### config.mk
export PLATFORM = sky130hd
export DESIGN_NAME = mult_div_unit
export DESIGN_NICKNAME = d
export VERILOG_FILES = /design/src/rtl/mult_div_unit.sv
export SDC_FILE = /design/constraint.sdc
export NUM_CORES = 1
export LEC_CHECK = 0
export CORE_UTILIZATION = 45
export DETAILED_ROUTE_END_ITERATION = 8
export PLACE_DENSITY = 0.76
export REMOVE_ABC_BUFFERS = 1
export SETUP_SLACK_MARGIN = 0.3
export SYNTH_ARGS = -nofsm -noshare
export SYNTH_HDL_FRONTEND = slang
export SYNTH_SLANG_ARGS = --single-unit
### constraint.sdc
create_clock -name clk -period 3.47 [get_ports clk]
set_input_delay 0.694 -clock clk [delete_from_list [all_inputs] [get_ports clk]]
set_output_delay 0.694 -clock clk [all_outputs]
set_load 0.005 [all_outputs]
### src/rtl/mult_div_unit.sv
// Iterative signed MULT/DIV with architectural HI/LO. Result lands WIDTH+1 cycles after an accepted start.
// While busy, new starts are ignored and stall holds any MULT/DIV/MFHI/MFLO in EX.
module mult_div_unit #(
  parameter int WIDTH = 32
) (
  input  logic             clk,
  input  logic             rst_n,
  input  logic             start,
  input  logic             op,
  input  logic [WIDTH-1:0] a,
  input  logic [WIDTH-1:0] b,
  input  logic             rd_hilo,
  output logic [WIDTH-1:0] hi,
  output logic [WIDTH-1:0] lo,
  output logic             busy,
  output logic             stall,
  output logic             done
);

  localparam int CW = (WIDTH > 1) ? $clog2(WIDTH) : 1;

  typedef enum logic [1:0] {IDLE, CALC, FIX} state_t;

  state_t             state;
  logic [CW-1:0]      cnt;
  logic               op_r;
  logic               neg_res;
  logic               neg_rem;
  logic               div0;
  logic [WIDTH-1:0]   mag_a;
  logic [WIDTH-1:0]   mag_b;
  logic [2*WIDTH-1:0] acc;

  logic [WIDTH-1:0]   a_abs;
  logic [WIDTH-1:0]   b_abs;
  logic [WIDTH-1:0]   addend;
  logic [WIDTH:0]     mul_sum;
  logic [WIDTH+1:0]   div_diff;
  logic [2*WIDTH-1:0] acc_next;
  logic [2*WIDTH-1:0] prod;
  logic [WIDTH-1:0]   quo;
  logic [WIDTH-1:0]   rem;
  logic [WIDTH-1:0]   a_back;

  assign a_abs = a[WIDTH-1] ? -a : a;
  assign b_abs = b[WIDTH-1] ? -b : b;

  // MULT: acc = {partial sum, remaining multiplier bits}, shifted right each step.
  // DIV:  acc = {partial remainder, dividend/quotient bits}, shifted left each step.
  always_comb begin
    addend   = acc[0] ? mag_a : '0;
    mul_sum  = {1'b0, acc[2*WIDTH-1:WIDTH]} + {1'b0, addend};
    div_diff = {1'b0, acc[2*WIDTH-1:WIDTH], acc[WIDTH-1]} - {2'b00, mag_b};
    if (op_r) begin
      if (div_diff[WIDTH+1]) acc_next = {acc[2*WIDTH-2:0], 1'b0};
      else                   acc_next = {div_diff[WIDTH-1:0], acc[WIDTH-2:0], 1'b1};
    end else begin
      acc_next = {mul_sum, acc[WIDTH-1:1]};
    end
    prod   = neg_res ? -acc : acc;
    quo    = neg_res ? -acc[WIDTH-1:0] : acc[WIDTH-1:0];
    rem    = neg_rem ? -acc[2*WIDTH-1:WIDTH] : acc[2*WIDTH-1:WIDTH];
    // Divide-by-zero returns the original dividend in HI, rebuilt from magnitude and sign.
    a_back = neg_rem ? -mag_a : mag_a;
  end

  always_ff @(posedge clk or negedge rst_n) begin
    if (!rst_n) begin
      state   <= IDLE;
      cnt     <= '0;
      op_r    <= 1'b0;
      neg_res <= 1'b0;
      neg_rem <= 1'b0;
      div0    <= 1'b0;
      mag_a   <= '0;
      mag_b   <= '0;
      acc     <= '0;
      hi      <= '0;
      lo      <= '0;
      done    <= 1'b0;
    end else begin
      done <= 1'b0;
      case (state)
        IDLE: begin
          if (start) begin
            state   <= CALC;
            cnt     <= '0;
            op_r    <= op;
            mag_a   <= a_abs;
            mag_b   <= b_abs;
            neg_res <= a[WIDTH-1] ^ b[WIDTH-1];
            neg_rem <= a[WIDTH-1];
            div0    <= (b == '0);
            acc     <= op ? {{WIDTH{1'b0}}, a_abs} : {{WIDTH{1'b0}}, b_abs};
          end
        end
        CALC: begin
          acc <= acc_next;
          cnt <= cnt + 1'b1;
          if (cnt == CW'(WIDTH-1)) state <= FIX;
        end
        FIX: begin
          if (!op_r) begin
            hi <= prod[2*WIDTH-1:WIDTH];
            lo <= prod[WIDTH-1:0];
          end else if (div0) begin
            hi <= a_back;
            lo <= '1;
          end else begin
            hi <= rem;
            lo <= quo;
          end
          done  <= 1'b1;
          state <= IDLE;
        end
        default: state <= IDLE;
      endcase
    end
  end

  assign busy  = (state != IDLE);
  assign stall = busy & (start | rd_hilo);

endmodule

# --- Yosys cells after proc, flatten, opt, wreduce, memory -nomap -nowiden ---
# Index checks and enable logic that the tools add are counted.
totals:
  ff_bits: 204
  out_inout_bits: 67
  wordCells: 58
classes:
  n_addsub: 9
  n_eq_ne: 5
  muxes: 22
  bitwise_logic: 3
  n_reduce_logical: 7
ops:
  columns: ["cell", "n"]
  rows:
  - ["2-to-1 mux 32 bit", 11]
  - ["2-to-1 mux 64 bit", 4]
  - ["negation 32 bit", 5]
  - ["case mux 64 bit (2 select lines)", 1]
  - ["negation 64 bit", 1]
  - ["subtractor 33 x 32 -> 34 bit", 1]
  - ["adder 32 x 32 -> 33 bit", 1]
  - ["logical NOT 32 bit", 1]
  - ["case mux 5 bit (2 select lines)", 1]
  - ["AND reduction 2 bit", 3]
  - ["adder 5 x 1 -> 5 bit, second input constant", 1]
  - ["== test 5 bit, second input constant", 1]
  - ["2-to-1 mux 5 bit", 1]
  - ["2-to-1 mux 2 bit", 2]
  - ["!= test 2 bit, second input constant", 2]
  - ["case mux 2 bit (2 select lines)", 1]
  - ["nonzero test 2 bit", 2]
  - ["== test 2 x 1 -> 1 bit, second input constant", 1]
  - ["== test 2 bit, second input constant", 1]
  - ["logical NOT 2 bit", 1]
  - ["AND 1 bit", 1]
  - ["2-to-1 mux 1 bit", 1]
  - ["OR 1 bit", 1]
  - ["XOR 1 bit", 1]

# --- Logic depth before layout (Yosys ltp) ---
# Gate-level depths: netlist of the first run.
depth:
  depth_word: 5
  ltp_mapped: 15

# --- Worst setup path before layout of the first run ---
# OpenSTA, ideal clock, no wires.
synth_timing:
  kind: "flip-flop to flip-flop"
  from: "register acc[31]"
  to: "register acc[62]"
  arrival_ns: 3.383
  required_time_ns: 3.406
  path_slack_ns: 0.023
  path_stages_with_launch: 15
  path_buffers: 0
  period_less_slack_ns: 3.447
  cell_sequence: "dfrtp_1 > inv_1 > ha_1 > inv_1 > fa_1 > a211oi_1 > o21ai_0 > a211oi_1 > o21ai_0 > a2111oi_0 > o41ai_1 > a2111oi_0 > a31oi_1 > a21oi_1 > or3_1"
synth_between:
  elab_chain_len: 4
synth_lines:
  columns: ["item", "line", "text"]
  rows:
  - ["start, declared", "32", "logic [2*WIDTH-1:0] acc;"]
  - ["start signal, assigned", "94", "acc <= op ? {{WIDTH{1'b0}}, a_abs} : {{WIDTH{1'b0}}, b_abs};"]
  - ["start signal, assigned", "98", "acc <= acc_next;"]
  - ["subtractor 33 x 32 -> 34 bit", "53", "div_diff = {1'b0, acc[2*WIDTH-1:WIDTH], acc[WIDTH-1]} - {2'b00, mag_b};"]
  - ["2-to-1 mux 64 bit", "55", "if (div_diff[WIDTH+1]) acc_next = {acc[2*WIDTH-2:0], 1'b0};"]
  - ["2-to-1 mux 64 bit", "54", "if (op_r) begin"]
  - ["case mux 64 bit (2 select lines)", "83", "case (state)"]
# Every way passes these cells.
# A chain may end at the register's enable or synchronous reset.

# --- Worst setup path in the final report of the first run ---
layout_timing:
  from: "register acc[33]"
  to: "register hi[26]"
layout_between:
  elab_chain_len: 4
  word_cells_on_any_way: 6
layout_lines:
  columns: ["item", "line", "text"]
  rows:
  - ["negation 32 bit", "62", "rem = neg_rem ? -acc[2*WIDTH-1:WIDTH] : acc[2*WIDTH-1:WIDTH];"]
  - ["2-to-1 mux 32 bit", "62", null]
  - ["2-to-1 mux 32 bit", "106", "end else if (div0) begin"]
  - ["2-to-1 mux 32 bit (*)", "103", "if (!op_r) begin"]
  - ["end signal, assigned", "104", "hi <= prod[2*WIDTH-1:WIDTH];"]
  - ["end signal, assigned", "107", "hi <= a_back;"]
  - ["end signal, assigned", "110", "hi <= rem;"]
  - ["end, declared", "13", "output logic [WIDTH-1:0] hi,"]
# Every way passes the cells marked *; elsewhere a longest branch is shown, timed or not.

==> key figures, run 1 <==
Clock network
  – Sinks on Clock Net: 204
  – CTS clk-pin slew, worst paths: 0.06 ns
  – Clk Tree Root Cell: clkbuf_16
  – CTS Buf Count: 25
  – Clock latency on the worst-skew pair: 0.56 ns
  – CTS Hold Bufs: 0
  – H-tree levels: 1
  – Clock Path Buffers: 3
  – CTS tree: built

Final layout
  – Flip-flop and latch area: 5115 um2
  – Area Overhead vs Synth: 32.91%
  – Fin nets: 2467
  – Fill count: 2949
  – Most frequent cells in the layout: buf_4, nand2_1, dfrtp_1
  – Final instance area: 21770 um2
  – Leading cell type in the layout, fill and taps excluded: buf_4
  – Multi-input gate area: 11390 um2
  – Share of cells above drive strength 1: 21.47%
  – N_diodes: 0

Critical path
  – Worst path depth: 12
  – Critical Path Source: acc[33]
  – Worst Setup Start Kind: flop
  – Critical Path RT: 3.90 ns
  – Crit path DAT: 3.78 ns
  – Crit-path max cell delay: 0.51 ns
  – Top cell family by delay on the critical path: simple AND/OR/NAND/NOR gates
  – Crit. End Element: flop
  – CP Buf/Inv Count: 1
  – CP Max Fanout: 3
  – CP max stage cell: or4b_4
  – WS Path Type: reg2reg
  – Critical-path cell list: inv_2, ha_4, or3b_4, or4b_4, or3_4, or2_4, or4_4, o21ai_2, xnor2_1, nor2_1, a21oi_1, o21ai_1
  – Cells on worst reg2reg path: 12
  – R2r startpoint: acc[33]

Global route
  – Largest net degree at the start of global routing: 74
  – Vias in the first global route: 16040
  – Total GRT Usage: 29.93%
  – First-pass GRT wire length: 87560 um
  – Overflow after GRT: 0
  – Initial antenna violation count: 0

Synth
  – Biggest area consumer among synthesized cells: dfrtp_1
  – Cell Area, Synth: 16380 um2
  – Synth top area share: 31.16%
  – Synth area leaders: dfrtp_1, xor2_1, o21ai_0
  – Fraction of registers with async set/reset: 100.0%
  – Synth Flop Type: dfrtp_1
  – Seq/Total Area, Yosys: 31.16%
  – Distinct cells, synth: 68
  – Mapped Avg Cell Area: 8.086 um2
  – Syn Inst Count: 2026
  – Yosys reg bits: 204
  – Synth warn: 0
  – Post-synth EDFFs: 0

Place
  – Placer Congestion: 0.9654
  – I/O Buffers: 135
  – Area after DPL: 19580 um2
  – Hpwl dp: 40460 um

STA
  – Final Slew Violations: 0
  – Unrepaired setup endpoints after global routing: true
  – Max Clk Rate: 298.6 MHz
  – Worst slew pin tran: 0.8952 ns
  – Final Hold Viols: 0
  – Setup TNS: 0 ns
  – Final min period: 3.349 ns
  – Max-slew headroom: 40.32%
  – Worst Skew: 0.01562 ns
  – Crit share post-route: 96.52%
  – # setup viols final: 0
  – Worst hold slack: 0.07768 ns

Power
  – Peak supply drop: 629.7 uV
  – Comb power frac: 68.4%
  – Clock share of power: 12.0%
  – P_int: 11980 uW
  – Switch Pwr: 10570 uW
  – Switching Share: 46.87%
  – Power density over the cells: 1036 nW/um2
  – P_leak: 0.009363 uW
  – Sequential share of power: 19.6%

Floorplanning
  – Placeable Area: 35660 um2
  – Starting Density: 45.95%
  – Chip height: 192.8 um
  – IO Pins: 136
  – Die footprint: 37170 um2
  – Die X: 192.8 um
  – # rows: 69

Detailed routing
  – Per-cell routed wire length: 20.22 um
  – Total wire length: 56700 um
  – Via density: 6.006
  – Detailed Routing Iterations Pass 1: 9
  – 1st-iter DRT viols: 1641
  – DRC errors left: 10
  – Final ANT Viol Nets: 0
  – Vias: 16840

Hold path
  – Worst hold path class: in2async

Run status
  – Status: finished with violations
  – Failing checks: design-rule violations

Run
  – Maxcap violations: 0
[what timing repair did]
action                     4_1_cts  5_1_grt
setup endpoints to repair       64       71
setup buffers                   21       23
resized for setup              123      158
pin swaps                       46       84
gates cloned                     1        2
[power groups by stage]
stage	sequential (uW)	combinational, uW	clock (uW)
3_5_place_dp	4340	13100	0
4_1_cts	4340	13900	2730
3_3_place_gp	4300	12800	0
2_1_floorplan	4460	8250	0
6_report	4410	15400	2710
5_1_grt	4510	16700	2830
[layout make-up]
type                       instances  area share [%]
clock inverter                     9          0.5574
timing repair buffer             407           16.49
clock buffer                      36           3.293
inverter                          69           1.190
sequential                       204           23.49
multi-input combinational       1618           52.33
tap                              461           2.649
[sequential cells by signal, indices dropped and copies added, names as in the netlist, 2 cells and up]
signal,count
lo,32
mag_a,32
acc,64
cnt,5
mag_b,32
hi,32
state,2
[synthesized netlist by cell type (all sizes together) (9+ instances only)]
cell type	count
xnor2	79
or4	22
a22oi	21
nand2b	16
or2	18
nand4	13
nand3	36
a21oi	150
a211oi	43
buf	20
nand2	242
o31ai	42
and2	47
nor2b	16
ha	71
dfrtp	204
mux2	9
or3	26
nor3	17
inv	69
mux2i	66
o21ai	240
a21o	22
nor4	12
xor2	151
a31oi	16
nor2	122
clkbuf	116
and3	9
o211ai	25
o41ai	18
[worst paths after layout]
kind	end	slack [ns]
hold reg to reg	hi[13]	0.47
min in group clk	hi[13]	0.47
hold / removal	hi[4]	0.08
setup reg to reg	hi[26]	0.12
setup / recovery	hi[26]	0.12
max in group asynchronous	lo[12]	2.55
[cells by family (layout without fill, tap and decap cells)]
logic type,count (synthesis),count (layout),synth area share (%)
compound gates,632,632,23.40
buf+inv,205,521,4.827
simple gates,606,607,17.86
flops,204,204,31.16
mux,76,76,4.789
xor+xnor,230,230,12.30
fa+ha+maj,73,73,5.667
[layer usage]
metal	track usage [%]	wire (um)	vias up
li1	-	-	7813
met1	42.14	25110	8154
met2	47.17	25440	752
met3	4.437	4408	121
met4	8.813	1743	0
met5	0	0	-
[per-stage QoR]
stage | total power, uW | util (%) | cells | worst slack [ns]
2_1_floorplan | 12700 | - | 1890 | -1.298
3_3_place_gp | 17100 | 54.92 | 2712 | -0.5678
3_5_place_dp | 17460 | 54.92 | 2712 | -0.5661
4_1_cts | 21000 | 58.91 | 2779 | 0.1896
5_1_grt | 24060 | 61.07 | 2804 | 0.05601
6_report | 22550 | 61.07 | 2804 | 0.1207
[worst reg2reg max path, delay by kind of cell, from the launching register on]
kind / cells / cell delay, ns
DFF: 1 / 0.44
and+or+nand+nor: 6 / 2.01
buffers and inverters: 1 / 0.11
adders and majority gates: 1 / 0.15
AOI/OAI and AO/OA: 3 / 0.36
xor gates and xnor gates: 1 / 0.13
Power figures use the tool's default switching activity.
==> run 2, diff against run 1 <==
Clock period 3.47 ns to 2.7 ns, I/O delays scaled along.
==> run 2 against run 1 <==
The run ends with design-rule violations, negative hold slack, negative setup slack left. Sequential power grew 24%. Worst hold slack got worse by 0.081 ns. Register-to-register slack worse by 0.84 ns. Via count is 7.8% higher. Sequential share of layout area is 2.7 points lower. Highest routed layer unchanged.
==> key figures, run 2 (synthesis results as in run 1) <==
Run status
  – Status: finished with violations
  – Failing checks: design-rule violations, negative hold slack, negative setup slack

Clock network
  – CTS Buf Count: 26 (+4.0%)
  – Sinks on Clock Net: 204 (unchanged)
  – Clock Path Buffers: 3 (unchanged)
  – Clock latency on the worst-skew pair: 0.57 ns (about the same)
  – CTS Hold Bufs: 0 (unchanged)
  – Clk Tree Root Cell: clkbuf_16
  – CTS clk-pin slew, worst paths: 0.06 ns (about the same)
  – H-tree levels: 1 (unchanged)
  – CTS tree: built

STA
  – Final min period: 3.416 ns (+0.06670 ns)
  – Final Slew Violations: 0 (unchanged)
  – Crit share post-route: 126.5% (+30 points)
  – Final Hold Viols: 4 (+4)
  – Setup TNS: -32.96 ns (-32.96 ns)
  – Worst hold slack: -0.003264 ns (-0.08094 ns)
  – Worst slew pin tran: 0.8229 ns (-0.07227 ns)
  – Max-slew headroom: 45.08% (+4.8 points)
  – Max Clk Rate: 292.7 MHz (-2.0%)
  – Worst Skew: 0.01894 ns (+0.003321 ns)
  – Final worst slack: -0.7160 ns (-0.8367 ns)
  – Unrepaired setup endpoints after global routing: true
  – # setup viols final: 79 (+79)

Floorplanning
  – # rows: 69 (unchanged)
  – Starting Density: 45.95% (unchanged)
  – IO Pins: 136 (unchanged)
  – Chip height: 192.8 um (unchanged)
  – Die footprint: 37170 um2 (unchanged)
  – Die X: 192.8 um (unchanged)
  – Placeable Area: 35660 um2 (unchanged)

Final layout
  – Final instance area: 24630 um2 (+13%)
  – Share of cells above drive strength 1: 32.48% (+11 points)
  – Max reg flops: 64 (unchanged)
  – Finished Core Util: 69.07% (+8.0 points)
  – Fin nets: 2733 (+11%)
  – Most frequent cells in the layout: buf_4, nand2_1, dfrtp_1
  – Area Overhead vs Synth: 50.34%
  – Fill count: 2647 (-10%)
  – Leading cell type in the layout, fill and taps excluded: buf_4
  – Biggest register: acc

Global route
  – Total GRT Usage: 32.93% (+3.0 points)
  – Met2 Usage GRT: 54.23% (+7.1 points)
  – GR peak layer: met2
  – Largest net degree at the start of global routing: 66 (-11%)
  – Vias in the first global route: 18030 (+12%)
  – Initial antenna violation count: 1 (+1)
  – GR Util met1: 43.78% (+1.6 points)
  – First-pass GRT wire length: 96370 um (+10%)
  – M3 GR Usage: 4.419% (-0.018 points)
  – Overflow after GRT: 0 (unchanged)

Detailed routing
  – Via density: 5.911 (-1.6%)
  – Vias: 18150 (+7.8%)
  – DRC errors left: 20 (+10)
  – Total wire length: 63410 um (+12%)
  – Final ANT Viol Nets: 0 (unchanged)
  – Per-cell routed wire length: 20.66 um (+2.1%)
  – Detailed Routing Iterations Pass 1: 8 (-1)
  – 1st-iter DRT viols: 1519 (-7.4%)

Critical path
  – Critical Path RT: 3.12 ns (-0.78 ns)
  – Register-to-register setup slack: -0.72 ns (-0.84 ns)
  – Reg-to-reg endpoint: hi[26]
  – CP Max Fanout: 4 (+1)
  – Cells on worst reg2reg path: 12 (unchanged)
  – Worst Setup Start Kind: flop
  – R2r startpoint: acc[32]
  – Crit. End Element: flop
  – WS Path Type: reg2reg
  – Crit path DAT: 3.84 ns (+0.06 ns)

Place
  – Area after DPL: 21400 um2 (+9.3%)
  – I/O Buffers: 135 (unchanged)
  – Placer Congestion: 0.9699 (+0.47%)
  – Hpwl dp: 43840 um (+8.3%)

Run
  – Maxcap violations: 0 (unchanged)

Power
  – Peak supply drop: 771.2 uV (+22%)
  – Overall power: 32270 uW (+43%)
  – Power density over the cells: 1310 nW/um2 (+26%)
  – P_leak: 0.01095 uW (+17%)

Hold path
  – Worst hold path class: in2async
[run 2: changes by cell type in the layout (fill, tap and decap cells not counted), sizes merged]
cell           delta
clkbuf            +1
inv               -1
clkdlybuf4s50    -29
buf             +273
dlymetal6s2s     +14
dlygate4sd2       +7
nand2b            -1
clkinv            +2
clkdlybuf4s15     +1
clkinvlp          -2
diode             +1
[run 2: routing by layer]
| layer | wire, um | vias up | share of wire [%] |
|---|---|---|---|
| met5 | 0 | - | 0 |
| met4 | 2496 | 0 | 3.9 |
| met3 | 4374 | 175 | 6.9 |
| met2 | 29720 | 817 | 47 |
| met1 | 26830 | 8824 | 42 |
| li1 | - | 8331 | - |
[run 2: final cells by class]
cell class                      count  area (um2)  share of cell area [%]
Multi-Input combinational cell   1617       12070                   48.99
Timing Repair Buffer              673        5759                   23.38
Sequential cell                   204        5112                   20.76
Clock buffer                       37       732.0                   2.972
Tap cell                          461       576.8                   2.342
Inverter                           69       261.5                   1.062
Clock inverter                      8       117.6                  0.4775
Antenna cell                        1       2.502                 0.01016
[run 2: through the flow]
stage               setup slack, ns  std cells
floorplan                    -2.068       1890
global placement             -1.073       2951
detailed placement           -1.106       2951
CTS                         -0.6441       3043
global route                -0.8041       3069
finish                      -0.7160       3070
[run 2: critical path, cell delays in order (launching register included)]
cell and delay (ns):
dfrtp_2 0.45, inv_2 0.10, ha_4 0.14, or3b_4 0.38, or4b_4 0.52, or3_4 0.36, or2_4 0.26, or4_4 0.54
o21ai_2 0.14, xnor2_1 0.13, nor2_1 0.05, a21oi_1 0.13, o21ai_1 0.08
[run 2: worst max-delay path by stage]
stage	from	to	slack [ns]	cells past startpoint
2_1_floorplan	acc[37]	acc[40]	-2.07	11
3_3_place_gp	b[17]	acc[27]	-1.07	11
3_5_place_dp	b[17]	acc[27]	-1.11	11
4_1_cts	acc[32]	hi[26]	-0.64	12
5_1_grt	acc[32]	acc[60]	-0.80	14
6_report	acc[32]	hi[26]	-0.72	12
[run 2: report_power, final]
group / leakage (uW) / internal, uW / switching (uW)
Combinational: 0.00816 / 11200 / 12000
Sequential: 0.00238 / 4240 / 1230
Clock: 0.000413 / 2070 / 1430
[run 2: timing repair]
action                     in CTS  in global routing
pin swaps                     107                115
buffers inserted               44                 26
cloned                          3                  0
setup endpoints to repair     129                129
gates resized for setup       328                157
